<file path="src/rtl/vga_timing_if.sv">
// rtl/vga_timing_if.sv - pixel/sync bundle between vga_timing and the image generator/DAC side
interface vga_timing_if;
  logic [2:0]  color_in;
  logic [11:0] x;
  logic [11:0] y;
  logic        hsync;
  logic        vsync;
  logic        video_active;
  logic        frame_start;
  logic [2:0]  rgb;

  // timing generator side: takes colour back, drives coordinates, syncs and DAC colour
  modport master (
    input  color_in,
    output x, y, hsync, vsync, video_active, frame_start, rgb
  );

  // consumer side: image generator / DAC / monitor
  modport slave (
    output color_in,
    input  x, y, hsync, vsync, video_active, frame_start, rgb
  );
endinterface

</file>
<file path="src/rtl/vga_timing.sv">
// rtl/vga_timing.sv - VGA raster timing generator (x/y, syncs, blanking); optional VGA_PIPE_EN adds a registered colour stage
module vga_timing #(
  parameter int unsigned H_ACTIVE = 640,
  parameter int unsigned H_FP     = 16,
  parameter int unsigned H_SYNC   = 96,
  parameter int unsigned H_BP     = 48,
  parameter int unsigned V_ACTIVE = 480,
  parameter int unsigned V_FP     = 10,
  parameter int unsigned V_SYNC   = 2,
  parameter int unsigned V_BP     = 33,
  parameter bit          SYNC_POL = 1'b0
) (
  input  logic          CLOCK_25,
  input  logic          RESET,
  vga_timing_if.master  vga
);

  localparam logic [11:0] H_LAST     = 12'(H_ACTIVE + H_FP + H_SYNC + H_BP - 1);
  localparam logic [11:0] V_LAST     = 12'(V_ACTIVE + V_FP + V_SYNC + V_BP - 1);
  localparam logic [11:0] H_VIS      = 12'(H_ACTIVE);
  localparam logic [11:0] V_VIS      = 12'(V_ACTIVE);
  localparam logic [11:0] HS_FIRST   = 12'(H_ACTIVE + H_FP);
  localparam logic [11:0] HS_LAST    = 12'(H_ACTIVE + H_FP + H_SYNC - 1);
  localparam logic [11:0] VS_FIRST   = 12'(V_ACTIVE + V_FP);
  localparam logic [11:0] VS_LAST    = 12'(V_ACTIVE + V_FP + V_SYNC - 1);

  logic [11:0] r_x;
  logic [11:0] r_y;
  logic        r_hsync;
  logic        r_vsync;
  logic        r_active;
  logic        r_frame_start;

  logic [11:0] w_x_nxt;
  logic [11:0] w_y_nxt;
  logic        w_hs_on;
  logic        w_vs_on;
  logic        w_active_nxt;
  logic        w_fs_nxt;

  // next counter values; x wraps at end of line, y advances on x wrap and wraps at end of frame
  always_comb begin
    w_x_nxt = r_x + 12'd1;
    w_y_nxt = r_y;
    if (r_x == H_LAST) begin
      w_x_nxt = 12'd0;
      if (r_y == V_LAST) begin
        w_y_nxt = 12'd0;
      end else begin
        w_y_nxt = r_y + 12'd1;
      end
    end
  end

  // decode from next counters so the registered flags line up with the x/y they describe
  always_comb begin
    w_hs_on      = (w_x_nxt >= HS_FIRST) && (w_x_nxt <= HS_LAST);
    w_vs_on      = (w_y_nxt >= VS_FIRST) && (w_y_nxt <= VS_LAST);
    w_active_nxt = (w_x_nxt < H_VIS) && (w_y_nxt < V_VIS);
    w_fs_nxt     = (w_x_nxt == 12'd0) && (w_y_nxt == 12'd0);
  end

  // counters and aligned flags; reset parks counters on the last pixel so the first edge lands on (0,0)
  always_ff @(posedge CLOCK_25 or posedge RESET) begin
    if (RESET) begin
      r_x           <= H_LAST;
      r_y           <= V_LAST;
      r_hsync       <= ~SYNC_POL;
      r_vsync       <= ~SYNC_POL;
      r_active      <= 1'b0;
      r_frame_start <= 1'b0;
    end else begin
      r_x           <= w_x_nxt;
      r_y           <= w_y_nxt;
      r_hsync       <= w_hs_on ? SYNC_POL : ~SYNC_POL;
      r_vsync       <= w_vs_on ? SYNC_POL : ~SYNC_POL;
      r_active      <= w_active_nxt;
      r_frame_start <= w_fs_nxt;
    end
  end

  assign vga.x = r_x;
  assign vga.y = r_y;

`ifdef VGA_PIPE_EN
  logic       r_p_hsync;
  logic       r_p_vsync;
  logic       r_p_active;
  logic       r_p_frame_start;
  logic [2:0] r_p_rgb;

  // output stage: registered blanked colour, with the flags delayed to stay aligned with it
  always_ff @(posedge CLOCK_25 or posedge RESET) begin
    if (RESET) begin
      r_p_hsync       <= ~SYNC_POL;
      r_p_vsync       <= ~SYNC_POL;
      r_p_active      <= 1'b0;
      r_p_frame_start <= 1'b0;
      r_p_rgb         <= 3'b000;
    end else begin
      r_p_hsync       <= r_hsync;
      r_p_vsync       <= r_vsync;
      r_p_active      <= r_active;
      r_p_frame_start <= r_frame_start;
      r_p_rgb         <= r_active ? vga.color_in : 3'b000;
    end
  end

  assign vga.hsync        = r_p_hsync;
  assign vga.vsync        = r_p_vsync;
  assign vga.video_active = r_p_active;
  assign vga.frame_start  = r_p_frame_start;
  assign vga.rgb          = r_p_rgb;
`else
  assign vga.hsync        = r_hsync;
  assign vga.vsync        = r_vsync;
  assign vga.video_active = r_active;
  assign vga.frame_start  = r_frame_start;
  // colour comes back combinationally from x/y, so blanking here keeps it aligned
  assign vga.rgb          = r_active ? vga.color_in : 3'b000;
`endif

endmodule

</file>
<file path="src/flat_wrapper.sv">
// flat-port wrapper written by rule: the top's interface ports become plain ports
module vga_timing_flat 
#(
  parameter int unsigned H_ACTIVE = 640,
  parameter int unsigned H_FP     = 16,
  parameter int unsigned H_SYNC   = 96,
  parameter int unsigned H_BP     = 48,
  parameter int unsigned V_ACTIVE = 480,
  parameter int unsigned V_FP     = 10,
  parameter int unsigned V_SYNC   = 2,
  parameter int unsigned V_BP     = 33,
  parameter bit          SYNC_POL = 1'b0
)
  (CLOCK_25, RESET, vga_color_in, vga_x, vga_y, vga_hsync, vga_vsync, vga_video_active, vga_frame_start, vga_rgb);
  vga_timing_if vga_i ();
  input  logic CLOCK_25;
  input  logic RESET;
  input wire logic [$bits(vga_i.color_in)-1:0] vga_color_in;
  output wire logic [$bits(vga_i.x)-1:0] vga_x;
  output wire logic [$bits(vga_i.y)-1:0] vga_y;
  output wire logic [$bits(vga_i.hsync)-1:0] vga_hsync;
  output wire logic [$bits(vga_i.vsync)-1:0] vga_vsync;
  output wire logic [$bits(vga_i.video_active)-1:0] vga_video_active;
  output wire logic [$bits(vga_i.frame_start)-1:0] vga_frame_start;
  output wire logic [$bits(vga_i.rgb)-1:0] vga_rgb;
  assign vga_i.color_in = vga_color_in;
  assign vga_x = vga_i.x;
  assign vga_y = vga_i.y;
  assign vga_hsync = vga_i.hsync;
  assign vga_vsync = vga_i.vsync;
  assign vga_video_active = vga_i.video_active;
  assign vga_frame_start = vga_i.frame_start;
  assign vga_rgb = vga_i.rgb;
  vga_timing #(.H_ACTIVE(H_ACTIVE), .H_FP(H_FP), .H_SYNC(H_SYNC), .H_BP(H_BP), .V_ACTIVE(V_ACTIVE), .V_FP(V_FP), .V_SYNC(V_SYNC), .V_BP(V_BP), .SYNC_POL(SYNC_POL)) u_core (.CLOCK_25(CLOCK_25), .RESET(RESET), .vga(vga_i));
endmodule
</file>
<file path="config.mk">
export PLATFORM = sky130hd
export DESIGN_NAME = vga_timing_flat
export DESIGN_NICKNAME = d
export VERILOG_FILES = /design/src/rtl/vga_timing_if.sv /design/src/rtl/vga_timing.sv /design/src/flat_wrapper.sv
export SDC_FILE = /design/constraint.sdc
export NUM_CORES = 1
export LEC_CHECK = 0
export ABC_AREA = 1
export ABC_CLOCK_PERIOD_IN_PS = 4840
export BUFFER_PORTS_ARGS = -buffer_cell sky130_fd_sc_hd__buf_2
export CELL_PAD_IN_SITES_DETAIL_PLACEMENT = 0
export CELL_PAD_IN_SITES_GLOBAL_PLACEMENT = 2
export CORE_MARGIN = 10
export CORE_UTILIZATION = 30
export CTS_CLUSTER_DIAMETER = 50
export DETAILED_ROUTE_END_ITERATION = 8
export GPL_ROUTABILITY_DRIVEN = 1
export GPL_TIMING_DRIVEN = 0
export MAX_ROUTING_LAYER = met4
export PLACE_DENSITY = 0.88
export SLEW_MARGIN = 20
export SYNTH_ARGS = -nofsm -noshare
export SYNTH_HDL_FRONTEND = slang
export SYNTH_SLANG_ARGS = --single-unit
</file>
<file path="constraint.sdc">
create_clock -name CLOCK_25 -period 4.84 [get_ports CLOCK_25]
set_input_delay 0.484 -clock CLOCK_25 [delete_from_list [all_inputs] [get_ports CLOCK_25]]
set_output_delay 0.484 -clock CLOCK_25 [all_outputs]
set_load 0.01 [all_outputs]
</file>
Yosys cells after proc, flatten, opt, wreduce, memory -nomap -nowiden
Index checks and enable logic that the tools add are counted.
{"block": "classes", "n_lt_le_gt_ge": 6, "eq_ne": 2, "add_sub_neg": 2, "muxes": 6, "reduce_logical": 6}
{"cell": "2-to-1 mux 12 bit", "count": 3}
{"cell": "adder 12 x 1 -> 12 bit (second input constant)", "count": 2}
{"cell": "equality test 12 x 10 -> 1 bit (second input constant)", "count": 2}
{"cell": "logical NOT 12 bit", "count": 2}
{"cell": ">= comparator 12 x 10 -> 1 bit (second input constant)", "count": 1}
{"cell": ">= comparator 12 x 9 -> 1 bit (second input constant)", "count": 1}
{"cell": "<= comparator 12 x 10 -> 1 bit (second input constant)", "count": 1}
{"cell": "<= comparator 12 x 9 -> 1 bit (second input constant)", "count": 1}
{"cell": "< comparator 12 x 10 -> 1 bit (second input constant)", "count": 1}
{"cell": "< comparator 12 x 9 -> 1 bit (second input constant)", "count": 1}
{"cell": "logical AND 1 bit", "count": 4}
{"cell": "2-to-1 mux 3 bit", "count": 1}
{"cell": "2-to-1 mux 1 bit", "count": 2}
{"block": "word_totals", "out_inout_bits": 31, "inputBits": 5, "register_bits": 28, "word_cells": 28}

Logic depth before layout (Yosys ltp)
{"block": "logic_depth", "word_depth": 6, "ltp_mapped": 12, "ltp_nobuf": 12}

Least setup slack after synthesis
No wires, ideal clock.
{"block": "synth_timing", "path_type": "register to register", "start": "register u_core.r_x[1], in the netlist u_core.vga.x[1]", "end": "register u_core.r_frame_start, in the netlist u_core.vga.frame_start", "setup_time_ns": 0.080, "arrival_time_ns": 1.768, "path_slack_ns": 2.992, "path_stages_with_launch": 13, "path_buffers": 1, "synth_period_minus_slack_ns": 1.848, "required_time_ns": 4.760, "cell_sequence": "dfstp_2 -> ha_1 -> nand2_4 -> nor2_4 -> nand3_2 -> nor2_4 -> buf_6 -> nand2_1 -> nand2_1 -> nand2_1 -> nor2_2 -> nand3_1 -> nor3_2"}
{"block": "synth_between", "elab_chain_len": 4, "word_cells_on_any_way": 7, "cone_classes": "1 x add/sub; 1 x eq/ne; 2 x mux; 3 x reduce/logical"}
{"element": "start: declaration", "line": "vga_timing.sv:27", "rtl": "logic [11:0] r_x;"}
{"element": "start signal: assignment", "line": "vga_timing.sv:73", "rtl": "r_x <= w_x_nxt;"}
{"element": "adder 12 x 1 -> 12 bit / equality test 12 x 10 -> 1 bit (equally long branches)", "line": "vga_timing.sv:43, vga_timing.sv:45"}
{"element": "2-to-1 mux 12 bit", "line": "vga_timing.sv:45", "rtl": "if (r_x == H_LAST) begin"}
{"element": "logical NOT 12 bit", "line": "vga_timing.sv:60", "rtl": "w_fs_nxt = (w_x_nxt == 12'd0) && (w_y_nxt == 12'd0);"}
{"element": "logical AND 1 bit *", "line": "vga_timing.sv:60"}
{"element": "named net u_core.w_fs_nxt", "line": "vga_timing.sv:39", "rtl": "logic w_fs_nxt;"}
{"element": "end signal: assignment", "line": "vga_timing.sv:78", "rtl": "r_frame_start <= w_fs_nxt;"}
{"element": "end: declaration", "line": "vga_timing.sv:32", "rtl": "logic r_frame_start;"}
The timed path passes the listed nets; every way through them passes the cells marked *.

Final worst setup path
{"block": "layout_timing", "start": "register u_core.r_x[0], in the netlist u_core.vga.x[0]", "end": "register u_core.r_vsync, in the netlist u_core.vga.vsync"}
{"block": "layout_between", "elab_chain_len": 5, "word_cells_on_any_way": 6, "cone_classes": "2 x order compare; 1 x eq/ne; 2 x mux; 1 x reduce/logical"}
{"element": "equality test 12 x 10 -> 1 bit *", "line": "vga_timing.sv:45"}
{"element": "2-to-1 mux 12 bit *", "line": "vga_timing.sv:45"}
{"element": "named net u_core.w_y_nxt[4]", "line": "vga_timing.sv:35", "rtl": "logic [11:0] w_y_nxt;"}
{"element": ">= comparator 12 x 9 -> 1 bit / <= comparator 12 x 9 -> 1 bit (equally long branches)", "line": "vga_timing.sv:58", "rtl": "w_vs_on = (w_y_nxt >= VS_FIRST) && (w_y_nxt <= VS_LAST);"}
{"element": "logical AND 1 bit *", "line": "vga_timing.sv:58"}
{"element": "2-to-1 mux 1 bit *", "line": "vga_timing.sv:76", "rtl": "r_vsync <= w_vs_on ? SYNC_POL : ~SYNC_POL;"}
{"element": "end signal: assignment", "line": "vga_timing.sv:69", "rtl": "r_vsync <= ~SYNC_POL;"}
{"element": "end signal: assignment", "line": "vga_timing.sv:76"}
{"element": "end: declaration", "line": "vga_timing.sv:30", "rtl": "logic r_vsync;"}
Marks and branches as above.

==> results.sh <==
export IMPL_status="complete, no violations"
export IMPL_cp_arrival_ns=2.30
export IMPL_netlist_top_cells_area="dfrtp_1, nand2_1, dfstp_2"
export IMPL_ir_drop_mv=0.117
export IMPL_cp_required_ns=5.06
export IMPL_ys_ff_latch=28
export IMPL_cts_max_path_buffers=2
export IMPL_cp_start_kind="flip-flop"
export IMPL_grt_overflow=0
export IMPL_start_util=0.306
export IMPL_firstDrtPassIters=4
export IMPL_final_cells=411
export IMPL_drive_gt1_frac=0.207
export IMPL_grtUsageTotal=0.110
export IMPL_clk_pin_slew_worst_paths_ns=0.11
export IMPL_combPwrFrac=0.021
export IMPL_place_ws_ns=2.74
export IMPL_synth_area_leader_cell="dfrtp_1"
export IMPL_period_share=0.430
export IMPL_drt_total_wl_um=5290
export IMPL_io_buffers=35
export IMPL_yosysUniqueCellTypes=23
export IMPL_rows=29
export IMPL_route_vias_total=1842
export IMPL_die_w_um=100
export IMPL_synth_warnings=0
export IMPL_reg2reg_slack_ns=2.76
export IMPL_tightest_slew_ns=0.612
export IMPL_design_core_area_mm2=0.00631
export IMPL_die_h_um=100
export IMPL_netSwitchingPower_w=0.0000876
export IMPL_p_int_w=0.000348
export IMPL_fin_skew_ns=0.0106
export IMPL_netlist_area_mm2=0.00193
export IMPL_ctsHoldBuffers=0
export IMPL_cts_tree="yes"
export IMPL_io_pins=36
export IMPL_clockPowerShare=0.441
export IMPL_finalNetCount=345
export IMPL_rsz0062_at_grt="no"
export IMPL_numCtsBuffers=3
export IMPL_finalSetupViolCount=0
export IMPL_power_leakage_nw=1.35
export IMPL_min_path_type="in -> async"
export IMPL_cp_endpoint="u_core.vga.vsync"
export IMPL_finalCriticalPeriod_ns=2.08
export IMPL_insertion_delay_ns=0.28
export IMPL_htreeDepth=1
export IMPL_vias_per_cell=4.48
export IMPL_ys_seq_area_frac=0.370
export IMPL_r2r_start="u_core.vga.x[0]"
export IMPL_post_cts_buffers=0
export IMPL_hold_viol=0
export IMPL_place_congestion=0.799
export IMPL_sw_frac_of_total=0.201
export IMPL_syn_num_nets=305
export IMPL_diodes=0
export IMPL_wl_per_cell_um=12.9
export IMPL_r2r_cells=10
export IMPL_fin_tns_setup_ns=0
export IMPL_syn_to_final_growth_pct=17.7
export IMPL_fmax_mhz=480
export IMPL_synth_top_cell_area_share=0.207
export IMPL_clock_sinks=28
export IMPL_die_area_mm2=0.0101
export IMPL_grt_first_pass_wirelength_um=8880
export IMPL_setup_ws_ns=2.76
export IMPL_first_iter_violations=114
export IMPL_avgSynthCellArea_um2=6.56
export IMPL_r2r_end="u_core.vga.vsync"
export IMPL_crit_type="reg -> reg"
export IMPL_grt_max_degree=29
export IMPL_slew_headroom=0.592
export IMPL_dp_cells=407
export IMPL_drtAntennaViolNets=0
export IMPL_max_cap_viol_count=0
export IMPL_crit_path_end_kind="flip-flop"
export IMPL_sequentialPowerShare=0.538
export IMPL_cts_resized_gates=0
export IMPL_p_per_area_mw_per_mm2=191
export IMPL_cts_root_buffer="clkbuf_8"
export IMPL_dp_hpwl_um=4290
export IMPL_path_max_fanout=7
export IMPL_drc=0
export IMPL_crit_start="u_core.vga.x[0]"
export IMPL_grt_pass1_vias=1798
export IMPL_syn_inst=295
export IMPL_report_final_slew_viol_count=0
export IMPL_antenna_found_initial=0
worst max-delay path: stages (launching register included):
cell      delay (ns)
dfstp_2         0.61
ha_1            0.24
nand3_1         0.15
nor2_1          0.13
nand2_1         0.21
nand2_1         0.11
nand2_1         0.12
nor2_1          0.11
nand3b_1        0.10
nor2_1          0.15
nand3_1         0.09
layout by cell type (no fill, tap or decap):
master and n:
nor2_1 39, o21ai_2 3, buf_2 35, inv_2 2, a21oi_1 1, dfrtp_1 16, xor2_1 1, o21bai_1 1
bufinv_16 1, nor3_2 1, nor3_1 2, nand4_1 9, o21ai_0 6, nand3b_1 3, inv_1 58, buf_6 1
ha_1 5, nand2_2 3, dfstp_2 12, nand2_4 1, nor2_4 3, nor2_2 3, nand2_1 93, clkbuf_8 3
nand3_1 31, nand3_2 1
final cells by class:
type	instances	area, um^2
plain buffers	1	11.3
clock buffers	3	41.3
clock inverters	1	30.0
fillers	725	4040
inverters	60	225
multi-input cells	206	982
flip-flops and latches	28	716
well taps	77	96.3
repair buffers	35	175
synth_stat cells, drive strengths merged:
cell type  instances
xor2               1
buf                1
nand3             32
nand2             97
inv               60
ha                 5
nor3               3
o21ai              9
a21oi              1
nor2              45
dfrtp             16
nand3b             3
dfstp             12
nand4              9
o21bai             1
per-stage QoR:
step	utilization	hold WS, ns	area [um^2]	power, W
floorplan	-	0.527	1930	0.000244
global placement	0.349	0.528	2210	0.000248
detailed placement	0.349	0.534	2210	0.000248
CTS	0.361	0.284	2280	0.000439
global route	0.361	0.304	2280	0.000448
finish	0.361	0.256	2280	0.000435
sequential cells by signal (all words and copies together) (netlist names):
signal and cells:
u_core.vga.vsync 1, u_core.vga.video_active 1, u_core.vga.hsync 1, u_core.vga.x 12
u_core.vga.frame_start 1, u_core.vga.y 12
kinds of logic (layout without fill, tap and decap cells):
family                     after synthesis  count (layout)  share of synthesized area
AOI/OAI and AO/OA                       11              11                     0.0356
xor gates and xnor gates                 1               1                    0.00453
adders and majority gates                5               5                     0.0323
buffers and inverters                   61             100                      0.122
DFF                                     28              28                      0.370
and+or+nand+nor                        189             189                      0.435
how the worst min path moves through the flow:
stage | startpoint | endpoint | slack, ns | cells past startpoint
floorplan | u_core.vga.x[0] | u_core.vga.x[0] | 0.53 | 1
global placement | u_core.vga.x[0] | u_core.vga.x[0] | 0.53 | 1
detailed placement | u_core.vga.x[0] | u_core.vga.x[0] | 0.53 | 1
CTS | RESET | u_core.vga.y[4] | 0.28 | 2
global route | RESET | u_core.vga.y[1] | 0.30 | 2
finish | RESET | u_core.vga.y[4] | 0.26 | 2
power groups by stage:
stage,combinational [W],clock [W],sequential [W]
finish,0.00000925,0.000192,0.000234
global route,0.0000110,0.000202,0.000234
CTS,0.00000985,0.000195,0.000234
detailed placement,0.00000985,0,0.000238
global placement,0.00000965,0,0.000238
floorplan,0.00000512,0,0.000238
metal layers:
layer  vias up  track usage  routed length [um]
met1       833        0.143                2610
li1        981            -                   -
met4         0       0.0228                  46
met3         5       0.0261                 257
met2        23        0.169                2370
met5         -            -                   0
Note: power is estimated with default switching activity, not from simulation.
